[config.mk]
export PLATFORM = sky130hd
export DESIGN_NAME = seq_arith_unit_flat
export DESIGN_NICKNAME = d
export VERILOG_FILES = /design/src/rtl/seq_arith_unit_if.sv /design/src/rtl/seq_arith_unit.sv /design/src/flat_wrapper.sv
export SDC_FILE = /design/constraint.sdc
export NUM_CORES = 1
export LEC_CHECK = 0
export ABC_AREA = 1
export BUFFER_PORTS_ARGS = -buffer_cell sky130_fd_sc_hd__buf_4
export CORE_MARGIN = 5
export CORE_UTILIZATION = 30
export CTS_BUF_LIST = sky130_fd_sc_hd__clkbuf_2
export CTS_CLUSTER_DIAMETER = 50
export DETAILED_ROUTE_END_ITERATION = 8
export PLACE_DENSITY = 0.52
export SYNTH_ARGS = -nofsm -noshare
export SYNTH_HDL_FRONTEND = slang
export SYNTH_SLANG_ARGS = --single-unit
[constraint.sdc]
create_clock -name clk -period 7.26 [get_ports clk]
set_input_delay 1.452 -clock clk [delete_from_list [all_inputs] [get_ports clk]]
set_output_delay 1.452 -clock clk [all_outputs]
set_load 0.005 [all_outputs]
[src/rtl/seq_arith_unit_if.sv]
// seq_arith_unit_if: start/busy/done request bus between controller and the arithmetic engine
interface seq_arith_unit_if #(parameter int N = 16);
  logic         start;
  logic         mode;
  logic [N-1:0] a;
  logic [N-1:0] b;
  logic         busy;
  logic         done;
  logic [N-1:0] res;
  logic         ovf;
  modport master (output start, mode, a, b, input busy, done, res, ovf);
  modport slave  (input start, mode, a, b, output busy, done, res, ovf);
endinterface

[src/rtl/seq_arith_unit.sv]
// seq_arith_unit: iterative GCF / factorial engine with overflow saturation and start/busy/done handshake
module seq_arith_unit #(
  parameter int N = 16
) (
  input logic            clk,
  input logic            rst,
  seq_arith_unit_if.slave bus
);
  typedef enum logic [1:0] {S_IDLE, S_GCF, S_FACT, S_DONE} state_t;
  state_t         r_state, w_next;
  logic [N-1:0]   r_x, r_y, r_n, r_acc, r_res;
  logic [N:0]     r_i;
  logic           r_ovf, r_done;
  logic [2*N-1:0] w_p;
  logic           w_igt, w_hi, w_gcf_end;
  // i never exceeds n+1 while multiplying, so its low N bits carry the full factor
  assign w_p       = {{N{1'b0}}, r_acc} * {{N{1'b0}}, r_i[N-1:0]};
  assign w_igt     = r_i > {1'b0, r_n};
  assign w_hi      = |w_p[2*N-1:N];
  assign w_gcf_end = (r_y == '0) || (r_x == '0) || (r_x == r_y);
  assign bus.busy  = r_state != S_IDLE;
  assign bus.done  = r_done;
  assign bus.res   = r_res;
  assign bus.ovf   = r_ovf;
  // state register
  always_ff @(posedge clk or posedge rst)
    if (rst) r_state <= S_IDLE;
    else     r_state <= w_next;
  // next-state: one GCF subtract or one factorial multiply per cycle until a terminal condition
  always_comb begin
    w_next = S_IDLE;
    case (r_state)
      S_IDLE:  w_next = bus.start ? (bus.mode ? S_FACT : S_GCF) : S_IDLE;
      S_GCF:   w_next = w_gcf_end ? S_DONE : S_GCF;
      S_FACT:  w_next = (w_igt || w_hi) ? S_DONE : S_FACT;
      default: w_next = S_IDLE;
    endcase
  end
  // datapath: operand capture on accept, iteration steps, registered result and done pulse
  always_ff @(posedge clk or posedge rst)
    if (rst) begin
      r_x    <= '0;
      r_y    <= '0;
      r_n    <= '0;
      r_acc  <= '0;
      r_i    <= '0;
      r_res  <= '0;
      r_ovf  <= 1'b0;
      r_done <= 1'b0;
    end else begin
      r_done <= r_state == S_DONE;
      case (r_state)
        S_IDLE:
          if (bus.start) begin
            r_x   <= bus.a;
            r_y   <= bus.b;
            r_n   <= bus.a;
            r_acc <= N'(1);
            r_i   <= (N+1)'(1);
            r_ovf <= 1'b0;
          end
        S_GCF:
          if (r_y == '0)       r_res <= r_x;
          else if (r_x == '0)  r_res <= r_y;
          else if (r_x == r_y) r_res <= r_x;
          else if (r_x > r_y)  r_x   <= r_x - r_y;
          else                 r_y   <= r_y - r_x;
        S_FACT:
          if (w_igt) r_res <= r_acc;
          else if (w_hi) begin
            r_ovf <= 1'b1;
            r_res <= '1;
          end else begin
            r_acc <= w_p[N-1:0];
            r_i   <= r_i + 1'b1;
          end
        default: ;
      endcase
    end
endmodule

[src/flat_wrapper.sv]
// flat-port wrapper written by rule: the top's interface ports become plain ports
module seq_arith_unit_flat 
#(
  parameter int N = 16
)
  (clk, rst, bus_start, bus_mode, bus_a, bus_b, bus_busy, bus_done, bus_res, bus_ovf);
  seq_arith_unit_if #(.N(N)) bus_i ();
  input logic clk;
  input logic rst;
  input wire logic [$bits(bus_i.start)-1:0] bus_start;
  input wire logic [$bits(bus_i.mode)-1:0] bus_mode;
  input wire logic [$bits(bus_i.a)-1:0] bus_a;
  input wire logic [$bits(bus_i.b)-1:0] bus_b;
  output wire logic [$bits(bus_i.busy)-1:0] bus_busy;
  output wire logic [$bits(bus_i.done)-1:0] bus_done;
  output wire logic [$bits(bus_i.res)-1:0] bus_res;
  output wire logic [$bits(bus_i.ovf)-1:0] bus_ovf;
  assign bus_i.start = bus_start;
  assign bus_i.mode = bus_mode;
  assign bus_i.a = bus_a;
  assign bus_i.b = bus_b;
  assign bus_busy = bus_i.busy;
  assign bus_done = bus_i.done;
  assign bus_res = bus_i.res;
  assign bus_ovf = bus_i.ovf;
  seq_arith_unit #(.N(N)) u_core (.clk(clk), .rst(rst), .bus(bus_i));
endmodule
==> flow_summary.json, run 1 <==
{
  "status": "complete, no violations",
  "hold_viol_final": 0,
  "seq_power_share": 0.252,
  "startpoint_type": "flip-flop",
  "pwr-share-comb": 0.654,
  "p_sw_mw": 2.052,
  "row_count": 86,
  "vias": 14560,
  "path_clk_slew_ps": 320,
  "clock-sinks": 101,
  "max_cap_violations": 0,
  "postCtsSetupRepairBufs": 0,
  "ys.flop_type": "dfrtp_1",
  "ys_ff_latch": 101,
  "slowest_stage": "dfrtp_1",
  "top_layer": "met4",
  "crit_path_max_fanout": 16,
  "cts_made_buffers": 9,
  "p_int_mw": 1.675,
  "ir_worst_vdd_v": 0.0001144,
  "ys_seq_area_frac": 0.1525,
  "p_per_area_mw_per_mm2": 207.6,
  "nets": 2761,
  "hp-class": "flip-flop to flip-flop",
  "dpl.hpwl_um": 41930,
  "relSlewSlack": 0.3420,
  "drtIter0Drc": 1122,
  "portBuffers": 54,
  "die_h_um": 245.0,
  "dr_wl_met3_um": 1818,
  "syn_avg_cell_area_um2": 7.030,
  "fin_crit_ps": 6888,
  "mostFrequentLayoutCells": "685 x nand2_1, 566 x inv_1, 196 x fa_1",
  "fin_tns_setup_ps": 0,
  "drv_slew": 0,
  "drc": 0,
  "antenna_found_initial": 1,
  "netlist.area_leader.share": 0.2368,
  "drt-pass1-iter-count": 5,
  "gp_congestion": 0.9281,
  "layout_commonest_cell": "nand2_1",
  "cpMostUsedCell": "nand2_1",
  "synth_warnings": 0,
  "synth_cell_type_count": 45,
  "setup_slack_ps": 371.9,
  "timing.final.crit_share": 0.9488,
  "netSwitchingFraction": 0.5507,
  "wl_met1_um": 24180,
  "slowest_delay_ps": 770,
  "rsz0062_at_grt": "false",
  "syn_nets": 2745,
  "hold_ws_ps": 514.9,
  "grt_pass1_vias": 14490,
  "stdcell_area_mm2": 0.01795,
  "grt_pass1_wl_um": 81550,
  "worstSetupPathType": "flip-flop to flip-flop",
  "synth.area.top_cells": "fa_1 24%, nand2_1 16%, dfrtp_1 15%",
  "grt_usage": 0.1687,
  "netlist_area_mm2": 0.01657,
  "start_util": 0.3019,
  "viasPerCell": 4.722,
  "leakage_nw": 10.03,
  "synth_edf_count": 0,
  "die_area_mm2": 0.06003,
  "worst_slew_pin_slew_ps": 987.0,
  "synthArstFlopShare": 1.000,
  "ant_nets": 0,
  "syn_inst": 2357,
  "yosysTopAreaCell": "fa_1",
  "wirelength_um": 50700,
  "layout-drive-gt1-share": 0.06897,
  "clock_path_buffers": 2,
  "p_clk_frac": 0.094,
  "place_ws_ps": 411.2,
  "fp.dieW_um": 245.0,
  "worstSkewPairLatency_ps": 650,
  "finalPower_mw": 3.727,
  "final.setup_skew_ps": 36.36,
  "cts_root_buf": "clkbuf_2",
  "pin_count": 55,
  "max_freq_mhz": 145.2,
  "met2_length_um": 24240,
  "finalSetupViolations": 0,
  "cts_tree": "built",
  "arrival_ps": 7490,
  "crit_required_ps": 7860,
  "overflow": 0,
  "htree_num_levels": 3,
  "avgRoutedWirePerCell_um": 16.44,
  "placed_cell_area_mm2": 0.01780,
  "area_growth_pct": 8.344,
  "endpoint_kind": "flip-flop",
  "grt_max_degree": 72,
  "coreArea_mm2": 0.05488
}
## through the flow
step	instances	utilization
finish	3083	0.3271
detailed placement	3066	0.3243
global placement	3066	0.3243
global route	3083	0.3271
floorplan	2357	-
CTS	3082	0.3270
## path summary, 6_finish.rpt
path                                startpoint                 end  slack [ps]  depth (start not counted)
worst max register to register   u_core.r_i[7]  u_core.bus.res[12]         370                         31
worst min-delay path            u_core.r_i[16]      u_core.r_i[16]         510                          2
worst min register to register  u_core.r_i[16]      u_core.r_i[16]         510                          2
min in group asynchronous                  rst   u_core.bus.res[3]         720                          2
worst max-delay path             u_core.r_i[7]  u_core.bus.res[12]         370                         31
max in group asynchronous                  rst    u_core.r_acc[11]        5130                          3
## per-layer routing
metal	track usage	up-vias
met5	0	-
met4	0.01964	0
met3	0.01067	28
met2	0.2843	317
met1	0.2471	7137
li1	-	7076
## cell usage after synthesis, drive strengths merged (2+ instances only)
master	instances
nand2	701
inv	575
fa	196
ha	156
o21ai	118
nor2	104
dfrtp	101
nand3	95
a21oi	70
clkbuf	59
buf	41
nand4	24
nor3	16
xor2	16
o211ai	15
o22a	15
xnor2	11
nor4	9
o22ai	5
a211oi	4
clkinv	4
a21boi	3
a21o	3
a31oi	3
o21a	3
o21bai	3
or2	2
## what timing repair did
| action | 4_1_cts | 5_1_grt |
|---|---|---|
| gates resized for setup | 0 | 3 |
| endpoints found under the hold margin | 0 | 0 |
| hold buffers | 0 | 0 |
| setup endpoints to repair | 0 | 48 |
## kinds of logic (layout without fill, tap and decap cells)
group / Yosys count / in the layout / share of synthesized area
flip-flops: 101 / 101 / 0.1525
AO/OA/AOI/OAI: 243 / 243 / 0.08231
other: 0 / 1 / 0
adder cells (fa/ha/maj): 352 / 352 / 0.3546
XOR/XNOR: 27 / 27 / 0.01427
buffers and inverters: 679 / 700 / 0.1580
AND/OR/NAND/NOR: 954 / 954 / 0.2376
multiplexers: 1 / 1 / 0.0006041
## registers in the layout, indices dropped and copies added (netlist names)
register         flops
u_core.r_acc        16
u_core.r_y          16
u_core.bus.ovf       1
u_core.bus.res      16
u_core.r_state       2
u_core.bus.done      1
u_core.r_x          16
u_core.r_i          17
u_core.r_n          16
## worst max-delay path: cells and delay by family, from the launching register on
kind          cells  cell delay [ps]
simple gates     16             2230
flops             1              770
fa+ha+maj         7             3050
buf+inv           8              770
## power groups by stage
stage / Combinational [mW] / Sequential [mW] / Clock, mW
5_1_grt: 2.75 / 0.967 / 0.378
3_3_place_gp: 2.41 / 0.953 / 0
4_1_cts: 2.43 / 0.940 / 0.361
2_1_floorplan: 1.73 / 0.872 / 0
6_report: 2.44 / 0.940 / 0.349
3_5_place_dp: 2.42 / 0.949 / 0
## cell type report
type	instances	area (um2)
diodes	1	2.502
clock buffers	9	45.04
repair buffers	105	788.3
flip-flops and latches	101	2531
inverters	579	2176
multi-input cells	1577	11420
fillers	5987	36930
well taps	704	880.8
clock inverters	7	105.1
No activity file was read; power rests on OpenSTA's default activity.
==> run 2, diff against run 1 <==
--- a/config.mk
+++ b/config.mk
@@ -5,14 +5,13 @@
 export SDC_FILE = /design/constraint.sdc
 export NUM_CORES = 1
 export LEC_CHECK = 0
-export ABC_AREA = 1
 export BUFFER_PORTS_ARGS = -buffer_cell sky130_fd_sc_hd__buf_4
 export CORE_MARGIN = 5
 export CORE_UTILIZATION = 30
 export CTS_BUF_LIST = sky130_fd_sc_hd__clkbuf_2
 export CTS_CLUSTER_DIAMETER = 50
 export DETAILED_ROUTE_END_ITERATION = 8
-export PLACE_DENSITY = 0.52
+export PLACE_DENSITY = 0.43
 export SYNTH_ARGS = -nofsm -noshare
 export SYNTH_HDL_FRONTEND = slang
 export SYNTH_SLANG_ARGS = --single-unit
==> flow_summary.json, run 2 <==
{
  "synth.area.top_cells": "fa_1 25%, dfrtp_1 16%, ha_1 12%",
  "synth_edf_count": 0,
  "p_clk_frac": 0.083,
  "grt_usage": 0.1725,
  "overflow": 0,
  "p_per_area_mw_per_mm2": 219.3,
  "avgRoutedWirePerCell_um": 19.04,
  "die_h_um": 238.8,
  "start_util": 0.3043,
  "dpl.hpwl_um": 40220,
  "relSlewSlack": 0.3123,
  "clock-sinks": 101,
  "layout-drive-gt1-share": 0.1891,
  "yosysMostFrequentCell": "inv_1",
  "ys_seq_area_frac": 0.1609,
  "max_freq_mhz": 140.2,
  "cts_made_buffers": 9,
  "crit_path_max_fanout": 7,
  "layout_commonest_cell": "inv_1",
  "syn_nets": 2224,
  "rsz0062_at_grt": "true",
  "max_cap_violations": 0,
  "worstSetupPathType": "flip-flop to flip-flop",
  "grt_pass1_vias": 13470,
  "setup_slack_ps": 127.8,
  "coreArea_mm2": 0.05161,
  "largest-register": "u_core.r_i",
  "synthArstFlopShare": 1.000,
  "finalPower_mw": 4.107,
  "hold_viol_final": 0,
  "drtIter0Drc": 619,
  "cts_tree": "built",
  "wl_met1_um": 24170,
  "pin_count": 55,
  "arrival_ps": 7650,
  "drt-pass1-iter-count": 5,
  "htree_num_levels": 3,
  "largest_reg_flops": 17,
  "fin_crit_ps": 7132,
  "wirelength_um": 50440,
  "synth_common_cells": "304 x inv_1, 224 x nand2_1, 196 x fa_1, 156 x ha_1, 123 x and2_1",
  "ir_worst_vdd_v": 0.0001862,
  "endpoint_kind": "flip-flop",
  "timing.final.crit_share": 0.9824,
  "nets": 2350,
  "netlist_area_mm2": 0.01571,
  "drc": 0,
  "p_int_mw": 2.049,
  "netlist.area_leader.share": 0.2498,
  "worstSkewPairLatency_ps": 670,
  "area_growth_pct": 19.22,
  "synth_cell_type_count": 74,
  "vias": 12950,
  "ys_ff_latch": 101,
  "portBuffers": 54,
  "pwr-share-comb": 0.678,
  "synth_warnings": 0,
  "netSwitchingFraction": 0.5012,
  "met2_length_um": 24230,
  "die_area_mm2": 0.05703,
  "fp.dieW_um": 238.8,
  "antenna_found_initial": 1,
  "drv_slew": 0,
  "startpoint_type": "flip-flop",
  "leakage_nw": 8.546,
  "crit_required_ps": 7780,
  "status": "complete, no violations",
  "top_layer": "met4",
  "seq_power_share": 0.239,
  "viasPerCell": 4.888,
  "clock_path_buffers": 2,
  "p_sw_mw": 2.059,
  "fin_tns_setup_ps": 0,
  "grt_pass1_wl_um": 78320,
  "row_count": 83,
  "dr_wl_met3_um": 1524,
  "gp_congestion": 0.8643,
  "syn_avg_cell_area_um2": 8.555,
  "grt_max_degree": 73,
  "worst_slew_pin_slew_ps": 1031,
  "ys.flop_type": "dfrtp_1",
  "ant_nets": 0,
  "yosysTopAreaCell": "fa_1",
  "finalSetupViolations": 0,
  "syn_inst": 1836,
  "path_clk_slew_ps": 370,
  "holdBufCountCts": 0,
  "final.setup_skew_ps": 74.62,
  "hp-class": "flip-flop to flip-flop",
  "place_ws_ps": -244.1,
  "cts_root_buf": "clkbuf_2",
  "mostFrequentLayoutCells": "300 x inv_1, 222 x nand2_1, 193 x buf_4"
}
## run 2: cell types whose count changed in the layout (fill, tap and decap cells not counted), moves of 27 or more
| cell | before | now |
|---|---|---|
| a21o_1 | 3 | 30 |
| and2_1 | 1 | 121 |
| buf_4 | 105 | 193 |
| inv_1 | 566 | 300 |
| mux2_2 | 0 | 31 |
| mux2i_1 | 1 | 29 |
| nand2_1 | 685 | 222 |
| nand3_1 | 92 | 20 |
| o21ai_0 | 96 | 62 |
## run 2: path summary, 6_finish.rpt
kind	from	end	slack (ps)	cells after the start
setup / recovery	u_core.r_acc[9]	u_core.r_i[14]	130	24
hold / removal	u_core.r_n[0]	u_core.r_n[0]	540	2
setup reg to reg	u_core.r_acc[9]	u_core.r_i[14]	130	24
hold reg to reg	u_core.r_n[0]	u_core.r_n[0]	540	2
max in group asynchronous	rst	u_core.r_i[6]	5000	3
min in group asynchronous	rst	u_core.bus.res[12]	730	2
## run 2: per-layer routing
layer  up-vias  global-route usage
met3        29             0.01950
met2       213              0.2895
met5         -                   0
met1      6516              0.2465
li1       6190                   -
met4         0             0.02435
## run 2: kinds of logic (layout without fill, tap and decap cells)
group           Yosys count  in the layout  share of synthesized area
flops                   101            101                     0.1609
mux                      61             61                    0.04142
xor+xnor                 39             39                    0.02175
compound gates          328            328                     0.1333
fa+ha+maj               352            352                     0.3741
other cells               0              2                          0
buf+inv                 413            544                     0.1009
simple gates            542            542                     0.1676
## run 2: area by class of cell
class	count	area, um2
Antenna cell	2	5.005
Clock inverter	6	87.58
Inverter	305	1147
Fill cell	5369	32890
Timing Repair Buffer	223	1954
Tap cell	680	850.8
Multi-Input combinational cell	1322	12080
Clock buffer	10	50.05
Sequential cell	101	2550
## run 2: what timing repair did
item | 4_1_cts | 5_1_grt
setup buffers | 4 | 26
gates cloned | 0 | 1
pin swaps | 0 | 32
setup endpoints to repair | 49 | 49
gates resized for setup | 11 | 114
## run 2: power groups by stage
stage | clock network [mW] | logic [mW] | registers [mW]
3_5_place_dp | 0 | 2.66 | 1.01
5_1_grt | 0.377 | 3.07 | 1.01
2_1_floorplan | 0 | 1.86 | 0.923
3_3_place_gp | 0 | 2.65 | 1.01
6_report | 0.341 | 2.78 | 0.982
4_1_cts | 0.354 | 2.69 | 0.997
## run 2: worst max-delay path, cell delays in order (launching register included)
cell      delay, ps
dfrtp_2         520
buf_6           130
buf_4           130
nand2_2          60
fa_1            430
fa_1            570
fa_1            440
fa_1            540
inv_1            50
fa_1            470
inv_1            50
fa_1            520
inv_2            50
ha_4            230
a21oi_1         170
o21ai_1         130
a21oi_2         250
nand3b_1        220
a31oi_2         240
xnor2_1         100
or4_1           500
or4_4           640
buf_12          180
o211ai_1        250
o31ai_4         110
## run 2: stage by stage
step                  util  hold slack [ps]  area, um2  cells
global route        0.3628            567.2      18730   2649
global placement    0.3436            484.3      17730   2600
finish              0.3628            542.0      18730   2649
CTS                 0.3475            548.3      17940   2620
floorplan                -            453.8      15710   1836
detailed placement  0.3436            491.1      17730   2600
